File: config.mk
export PLATFORM = sky130hd
export DESIGN_NAME = mc_ctrl_fsm
export DESIGN_NICKNAME = d
export VERILOG_FILES = /design/src/rtl/mc_ctrl_fsm.sv
export SDC_FILE = /design/constraint.sdc
export NUM_CORES = 1
export LEC_CHECK = 0
export ABC_AREA = 1
export CAP_MARGIN = 20
export CORE_ASPECT_RATIO = 1.4
export CORE_MARGIN = 8
export CORE_UTILIZATION = 39
export CTS_CLUSTER_DIAMETER = 150
export CTS_CLUSTER_SIZE = 24
export DETAILED_ROUTE_END_ITERATION = 7
export PLACE_DENSITY_LB_ADDON = 0.12
export SKIP_LAST_GASP = 1
export SYNTH_ARGS = -nofsm -noshare
export SYNTH_HDL_FRONTEND = slang
export SYNTH_SLANG_ARGS = --single-unit
File: constraint.sdc
create_clock -name clk -period 1.59 [get_ports clk]
set_input_delay 0.2385 -clock clk [delete_from_list [all_inputs] [get_ports clk]]
set_output_delay 0.2385 -clock clk [all_outputs]
set_load 0.05 [all_outputs]
File: src/rtl/mc_ctrl_fsm.sv
// Multi-cycle MIPS32 control FSM: Moore outputs from state plus ack-qualified loads, memory-wait timeout and sticky trap.
// Optional BNE support is compiled in with MC_CTRL_BNE_EN (adds the br_ne output).
module mc_ctrl_fsm #(
    parameter int OP_W    = 6,
    parameter int FUNC_W  = 6,
    parameter int ALUOP_W = 4,
    parameter int TO_W    = 4,
    parameter int TO_MAX  = 15
) (
    input  logic               clk,
    input  logic               nrst,
    input  logic [OP_W-1:0]    op,
    input  logic [FUNC_W-1:0]  func,
    input  logic               mem_ack,
    input  logic               trap_clr,
    output logic               ir_wr,
    output logic               mdr_wr,
    output logic               rega_wr,
    output logic               regb_wr,
    output logic               reg_wr,
    output logic               reg_dst,
    output logic               mem_to_reg,
    output logic               alu_src_a,
    output logic [2:0]         alu_src_b,
    output logic [ALUOP_W-1:0] alu_op,
    output logic [1:0]         pc_src,
    output logic               pc_wr,
    output logic               pc_wr_cond,
    output logic               i_or_d,
    output logic               mem_rd,
    output logic               mem_wr,
    output logic               trap,
    output logic [1:0]         trap_cause,
    output logic [3:0]         state_o
`ifdef MC_CTRL_BNE_EN
    ,
    output logic               br_ne
`endif
);

    typedef enum logic [3:0] {
        S_IF     = 4'd0,  S_ID     = 4'd1,  S_EXE_R  = 4'd2,  S_EXE_I = 4'd3,
        S_EXE_BR = 4'd4,  S_EXE_MA = 4'd5,  S_MEM_LW = 4'd6,  S_MEM_SW = 4'd7,
        S_WB_R   = 4'd8,  S_WB_I   = 4'd9,  S_WB_LW  = 4'd10, S_JMP   = 4'd11,
        S_TRAP   = 4'd12
    } state_t;

    localparam logic [OP_W-1:0] OP_R    = OP_W'(6'h00);
    localparam logic [OP_W-1:0] OP_J    = OP_W'(6'h02);
    localparam logic [OP_W-1:0] OP_BEQ  = OP_W'(6'h04);
    localparam logic [OP_W-1:0] OP_BNE  = OP_W'(6'h05);
    localparam logic [OP_W-1:0] OP_ADDI = OP_W'(6'h08);
    localparam logic [OP_W-1:0] OP_LW   = OP_W'(6'h23);
    localparam logic [OP_W-1:0] OP_SW   = OP_W'(6'h2B);

    localparam logic [FUNC_W-1:0] F_ADD = FUNC_W'(6'h20);
    localparam logic [FUNC_W-1:0] F_SUB = FUNC_W'(6'h22);
    localparam logic [FUNC_W-1:0] F_AND = FUNC_W'(6'h24);
    localparam logic [FUNC_W-1:0] F_OR  = FUNC_W'(6'h25);
    localparam logic [FUNC_W-1:0] F_SLT = FUNC_W'(6'h2A);

    localparam logic [ALUOP_W-1:0] ALU_AND = ALUOP_W'(4'd0);
    localparam logic [ALUOP_W-1:0] ALU_OR  = ALUOP_W'(4'd1);
    localparam logic [ALUOP_W-1:0] ALU_ADD = ALUOP_W'(4'd2);
    localparam logic [ALUOP_W-1:0] ALU_SUB = ALUOP_W'(4'd6);
    localparam logic [ALUOP_W-1:0] ALU_SLT = ALUOP_W'(4'd7);

    localparam logic [1:0] CAUSE_NONE = 2'd0;
    localparam logic [1:0] CAUSE_OP   = 2'd1;
    localparam logic [1:0] CAUSE_FUNC = 2'd2;
    localparam logic [1:0] CAUSE_TO   = 2'd3;

    localparam logic [TO_W-1:0] WAIT_LIMIT = TO_W'(TO_MAX);
    localparam logic [TO_W-1:0] WAIT_SAT   = {TO_W{1'b1}};

    state_t          state_r, next_s;
    logic [TO_W-1:0] wait_cnt_r, wait_nxt_s;
    logic [1:0]      cause_r, cause_nxt_s;
    logic            timeout_s;

    assign timeout_s = (wait_cnt_r == WAIT_LIMIT) && !mem_ack;

    // State, wait counter and trap cause registers.
    always_ff @(posedge clk or negedge nrst) begin
        if (!nrst) begin
            state_r    <= S_IF;
            wait_cnt_r <= {TO_W{1'b0}};
            cause_r    <= CAUSE_NONE;
        end else begin
            state_r    <= next_s;
            wait_cnt_r <= wait_nxt_s;
            cause_r    <= cause_nxt_s;
        end
    end

    // Next-state decode and Moore outputs; reset forces every output low immediately.
    always_comb begin
        next_s      = S_IF;
        cause_nxt_s = cause_r;
        ir_wr = 1'b0; mdr_wr = 1'b0; rega_wr = 1'b0; regb_wr = 1'b0;
        reg_wr = 1'b0; reg_dst = 1'b0; mem_to_reg = 1'b0;
        alu_src_a = 1'b0; alu_src_b = 3'd0; alu_op = ALU_AND; pc_src = 2'd0;
        pc_wr = 1'b0; pc_wr_cond = 1'b0; i_or_d = 1'b0; mem_rd = 1'b0; mem_wr = 1'b0;
        trap = 1'b0; trap_cause = 2'd0; state_o = 4'd0;
`ifdef MC_CTRL_BNE_EN
        br_ne = 1'b0;
`endif
        if (!nrst) begin
            next_s = S_IF;
        end else begin
            state_o    = state_r;
            trap_cause = cause_r;
            case (state_r)
                S_IF: begin
                    mem_rd = 1'b1; alu_src_b = 3'd1; alu_op = ALU_ADD;
                    ir_wr  = mem_ack; pc_wr = mem_ack;
                    if (mem_ack)        next_s = S_ID;
                    else if (timeout_s) begin next_s = S_TRAP; cause_nxt_s = CAUSE_TO; end
                    else                next_s = S_IF;
                end
                S_ID: begin
                    rega_wr = 1'b1; regb_wr = 1'b1; alu_src_b = 3'd3; alu_op = ALU_ADD;
                    case (op)
                        OP_R:         next_s = S_EXE_R;
                        OP_ADDI:      next_s = S_EXE_I;
                        OP_BEQ:       next_s = S_EXE_BR;
`ifdef MC_CTRL_BNE_EN
                        OP_BNE:       next_s = S_EXE_BR;
`endif
                        OP_LW, OP_SW: next_s = S_EXE_MA;
                        OP_J:         next_s = S_JMP;
                        default:      begin next_s = S_TRAP; cause_nxt_s = CAUSE_OP; end
                    endcase
                end
                S_EXE_R: begin
                    alu_src_a = 1'b1; alu_src_b = 3'd0; alu_op = ALU_ADD; next_s = S_WB_R;
                    case (func)
                        F_ADD:   alu_op = ALU_ADD;
                        F_SUB:   alu_op = ALU_SUB;
                        F_AND:   alu_op = ALU_AND;
                        F_OR:    alu_op = ALU_OR;
                        F_SLT:   alu_op = ALU_SLT;
                        default: begin next_s = S_TRAP; cause_nxt_s = CAUSE_FUNC; end
                    endcase
                end
                S_EXE_I: begin
                    alu_src_a = 1'b1; alu_src_b = 3'd2; alu_op = ALU_ADD; next_s = S_WB_I;
                end
                S_EXE_MA: begin
                    alu_src_a = 1'b1; alu_src_b = 3'd2; alu_op = ALU_ADD;
                    if (op == OP_LW) next_s = S_MEM_LW;
                    else             next_s = S_MEM_SW;
                end
                S_EXE_BR: begin
                    alu_src_a = 1'b1; alu_src_b = 3'd0; alu_op = ALU_SUB;
                    pc_src = 2'd1; pc_wr_cond = 1'b1; next_s = S_IF;
`ifdef MC_CTRL_BNE_EN
                    br_ne = (op == OP_BNE);
`endif
                end
                S_MEM_LW: begin
                    mem_rd = 1'b1; i_or_d = 1'b1; mdr_wr = mem_ack;
                    if (mem_ack)        next_s = S_WB_LW;
                    else if (timeout_s) begin next_s = S_TRAP; cause_nxt_s = CAUSE_TO; end
                    else                next_s = S_MEM_LW;
                end
                S_MEM_SW: begin
                    mem_wr = 1'b1; i_or_d = 1'b1;
                    if (mem_ack)        next_s = S_IF;
                    else if (timeout_s) begin next_s = S_TRAP; cause_nxt_s = CAUSE_TO; end
                    else                next_s = S_MEM_SW;
                end
                S_WB_R:  begin reg_wr = 1'b1; reg_dst = 1'b1; next_s = S_IF; end
                S_WB_I:  begin reg_wr = 1'b1; next_s = S_IF; end
                S_WB_LW: begin reg_wr = 1'b1; mem_to_reg = 1'b1; next_s = S_IF; end
                S_JMP:   begin pc_src = 2'd2; pc_wr = 1'b1; next_s = S_IF; end
                S_TRAP: begin
                    trap = 1'b1;
                    if (trap_clr) begin next_s = S_IF; cause_nxt_s = CAUSE_NONE; end
                    else          next_s = S_TRAP;
                end
                default: begin
                    state_o = 4'd0; trap_cause = 2'd0; next_s = S_IF;
                end
            endcase
        end
    end

    // Wait counter runs only while staying in a memory-wait state without ack, saturating at all-ones.
    always_comb begin
        wait_nxt_s = {TO_W{1'b0}};
        if ((state_r == S_IF || state_r == S_MEM_LW || state_r == S_MEM_SW) &&
            !mem_ack && next_s == state_r) begin
            if (wait_cnt_r != WAIT_SAT) wait_nxt_s = wait_cnt_r + TO_W'(1'b1);
            else                        wait_nxt_s = wait_cnt_r;
        end else begin
            wait_nxt_s = {TO_W{1'b0}};
        end
    end

endmodule

==> flow_summary.yaml, run 1 <==
die:
  die-height_um: 78.4
  io-pin-count: 45
  core.rowCount: 22
  start_util_pct: 41.1
  fp.dieW_um: 60.6
synthesis:
  syn-cell-area_um2: 1080
  ys_dominant_reg_cell: "sky130_fd_sc_hd__dfrtp_1"
  asyncSetResetFlopFracSynth_pct: 100
  synthesis.instances: 190
  synth_edf_count: 0
  synth_top_cell_by_area: "sky130_fd_sc_hd__dfrtp_1"
  yosys.cell_count.top_type: "sky130_fd_sc_hd__nor2_1"
  synth_seq_cells: 10
  post_synth_main_area_contributors: "sky130_fd_sc_hd__dfrtp_1, sky130_fd_sc_hd__nor2_1, sky130_fd_sc_hd__nand2_1, sky130_fd_sc_hd__inv_1, sky130_fd_sc_hd__nand3_1"
  ys_seq_area_share_pct: 23.1
  synthDominantCellAreaShare_pct: 23.1
  yosys.cell_types.count: 29
  synth.cells.most_frequent: "sky130_fd_sc_hd__nor2_1, sky130_fd_sc_hd__nand2_1, sky130_fd_sc_hd__inv_1"
  ys.warnings.count: 0
  post_synth.cell_area_avg_um2: 5.71
clock_tree:
  clk_sinks: 10
  cts-hold-fix-buffers: 0
  cts_post_setup_buffers_inserted: 18
  cts_max_path_buffers: 2
  post_cts_resize_count: 87
  cts_made_buffers: 3
  htree_num_levels: 1
  clockRootBuffer: "sky130_fd_sc_hd__clkbuf_4"
outcome:
  run.stop_error: "[ERROR DPL-0033] detailed placement checks failed during check placement."
  outcome.stop_stage: "4_1_cts"
  result_of_the_run: "aborted with a tool error"
placement:
  port-buffer-count: 42
  gp_routability_congestion: 0.911
  dp_hpwl_mm: 3.58
kinds of logic after synthesis:
family / after synthesis / synth area share, %
DFF: 10 / 23.1
AOI/OAI and AO/OA: 23 / 11.8
buffers and inverters: 40 / 16.0
other: 1 / 0.346
adders and majority gates: 1 / 1.15
and+or+nand+nor: 113 / 45.9
muxes: 1 / 0.923
xor gates and xnor gates: 1 / 0.808
through the flow:
stage,utilization [%],area [µm²],worst slack [ps],std cells,hold slack [ps]
detailed placement,81.2,2150,-465,296,498
global placement,81.2,2150,-389,296,476
floorplan,-,1210,-248,191,-57.1
==> run 2: changes to the inputs <==
- CORE_ASPECT_RATIO: 1.4 -> not set
- CORE_UTILIZATION: 39 -> 30
- CTS_CLUSTER_DIAMETER: 150 -> not set
- CTS_CLUSTER_SIZE: 24 -> not set
- PLACE_DENSITY_LB_ADDON: 0.12 -> 0.15
- clock period: 1.59 -> 2.1 ns (I/O delays scaled with it)
==> run 2 against run 1 <==
  * The flow now finishes without violations
  * Synthesized cell count unchanged
  * Synthesized area unchanged
==> flow_summary.yaml, run 2 <==
final_layout:
  final_net_count: 255
  final_cells: 284
  final_common_cell: "sky130_fd_sc_hd__nor2_1"
  largest_registers: "state_r (4), wait_cnt_r (4), cause_r (2)"
  stdcell_area_um2: 1890
  layout.core_utilization_pct: 52.8
  area_delta_synth_final_pct: 74.2
  drive_gt1_share_pct: 22.9
  final_cell_mix: "sky130_fd_sc_hd__nor2_1, sky130_fd_sc_hd__nand2_1, sky130_fd_sc_hd__inv_1, sky130_fd_sc_hd__buf_12, sky130_fd_sc_hd__nand3_1"
  num_antenna_cells: 0
detailed_routing:
  route.detailed.drc: 0
  drt_wl_total_mm: 3.23
  ant_nets: 0
  dr.first_iter.drc_count: 56
  via_per_inst: 4.63
  drt-wirelength-per-cell_um: 11.4
  num_vias: 1314
  drt_pre_antenna_iters: 4
clock_tree:
  cts_tree: "done"
  cts_post_setup_buffers_inserted: 0
  clkSlewWorstSetupHoldPaths_ps: 60
  cts_max_path_buffers: 2
  clock_insertion_delay_worst_skew_ps: 250
  clockRootBuffer: "sky130_fd_sc_hd__clkbuf_4"
  cts_made_buffers: 3
  cts-hold-fix-buffers: 0
  clk_sinks: 10
  htree_num_levels: 1
sta:
  holdWs_ps: 480
  clock-skew-final_ps: 3.37
  hold_violations: 0
  achievable-frequency_mhz: 492
  final_critical_path_setup_slack_ps: 67.5
  maxSlewViolCount: 0
  rsz0062_at_grt: "true"
  total_negative_setup_slack_ps: 0
  timing.final.setup_violations: 0
  timing.final.crit_share_pct: 96.8
  final.min_clock_period_ps: 2030
synthesis:
  ys.warnings.count: 0
  synth_top_cell_by_area: "sky130_fd_sc_hd__dfrtp_1"
  synth.cells.most_frequent: "sky130_fd_sc_hd__nor2_1, sky130_fd_sc_hd__nand2_1, sky130_fd_sc_hd__inv_1"
  yosys.cell_types.count: 29
  post_synth_main_area_contributors: "sky130_fd_sc_hd__dfrtp_1, sky130_fd_sc_hd__nor2_1, sky130_fd_sc_hd__nand2_1, sky130_fd_sc_hd__inv_1, sky130_fd_sc_hd__nand3_1"
  ys_seq_area_share_pct: 23.1
  yosys.cell_count.top_type: "sky130_fd_sc_hd__nor2_1"
  synthesis.instances: 190
  syn-cell-area_um2: 1080
  synthDominantCellAreaShare_pct: 23.1
  asyncSetResetFlopFracSynth_pct: 100
  ys_dominant_reg_cell: "sky130_fd_sc_hd__dfrtp_1"
  synth_edf_count: 0
  post_synth.cell_area_avg_um2: 5.71
  synth_seq_cells: 10
placement:
  port-buffer-count: 42
  post_placement_setup_slack_ps: -145
  gp_routability_congestion: 0.855
  dp_hpwl_mm: 2.86
  detailed_place.area_um2: 1840
  numPlacedInstances: 281
global_route:
  gr-usage-all-layers_pct: 11.6
  grt_antenna_before_repair: 0
  remaining_global_route_overflow: 0
  global_route_wire_length_before_repair_mm: 5.80
  grt_pass1_vias: 1290
  pin_count_of_the_biggest_net_entering_global_routing: 16
power:
  total_power_mw: 0.882
  cellLeakagePower_nw: 0.913
  power_density_nw_per_um2: 467
  ir_drop_mv: 0.359
worst_setup_path:
  critPathCaptureType: "primary output"
  crit_fanout: 3
  cp_data_arrival_time_ps: 1720
  timing.critical_path.from_type: "input pin"
  timing.setup.critical_path_class: "in2out"
  critPathRequiredTime_ps: 1780
outcome:
  result_of_the_run: "finished, final reports clean"
die:
  die-height_um: 76.1
  io-pin-count: 45
  fp.dieW_um: 76.1
  start_util_pct: 30.3
  die-area_um2: 5800
  core_area_um2: 3580
  core.rowCount: 22
min_path:
  hp-class: "in2async"
flow_run:
  max-cap-violations: 0
==> run 2: cell counts after synthesis <==
No cell type changed its count.
==> run 2: power by group <==
| group | switching [mW] | total (mW) | leakage [nW] | internal (mW) |
|---|---|---|---|---|
| Sequential | 0.0231 | 0.246 | 0.131 | 0.223 |
| Combinational | 0.297 | 0.514 | 0.768 | 0.216 |
| Clock | 0.0566 | 0.122 | 0.0138 | 0.0657 |
==> run 2: worst max-delay path, cell delays in order <==
cell and delay (ps):
sky130_fd_sc_hd__clkdlybuf4s50_1 490, sky130_fd_sc_hd__inv_1 40, sky130_fd_sc_hd__nor2_1 120, sky130_fd_sc_hd__nand3_1 110
sky130_fd_sc_hd__nand2_1 90, sky130_fd_sc_hd__nor2_1 70, sky130_fd_sc_hd__o21ai_2 150, sky130_fd_sc_hd__a41oi_2 150
sky130_fd_sc_hd__buf_12 180
==> run 2: cell families after synthesis <==
group                      synth area share, %
adders and majority gates                 1.15
DFF                                       23.1
AOI/OAI and AO/OA                         11.8
muxes                                    0.923
and+or+nand+nor                           45.9
xor gates and xnor gates                 0.808
buffers and inverters                     16.0
other                                    0.346
==> run 2: what timing repair did <==
| action | CTS | global route |
|---|---|---|
| cloned | 0 | 0 |
| pin swaps | 0 | 0 |
| setup endpoints to repair | 7 | 5 |
| resized for setup | 2 | 5 |
==> run 2: worst paths after layout <==
path                             from             to  slack, ps  cells after the start
max reg2reg                state_r[1]  wait_cnt_r[2]        340                     12
max                           func[1]      alu_op[1]         70                      9
max in group asynchronous        nrst  wait_cnt_r[1]       1460                      2
min                              nrst  wait_cnt_r[3]        480                      2
min reg2reg                cause_r[0]     cause_r[0]        510                      2
min in group clk           cause_r[0]     cause_r[0]        510                      2
==> run 2: per-layer routing <==
layer / vias to the layer above / routed length (µm) / global-route usage [%]
met3: 4 / 197 / 3.30
met1: 577 / 1530 / 14.6
met2: 44 / 1470 / 18.5
met4: 0 / 34 / 3.46
met5: - / 0 / 0
li1: 689 / - / -
==> run 2: layout make-up <==
cell class / count / area [µm²]
flip-flops and latches: 10 / 250
multi-input cells: 141 / 689
repair buffers: 49 / 743
clock buffers: 3 / 22.5
fillers: 366 / 1690
inverters: 33 / 124
well taps: 48 / 60.1
No activity file was read; power rests on OpenSTA's default activity.
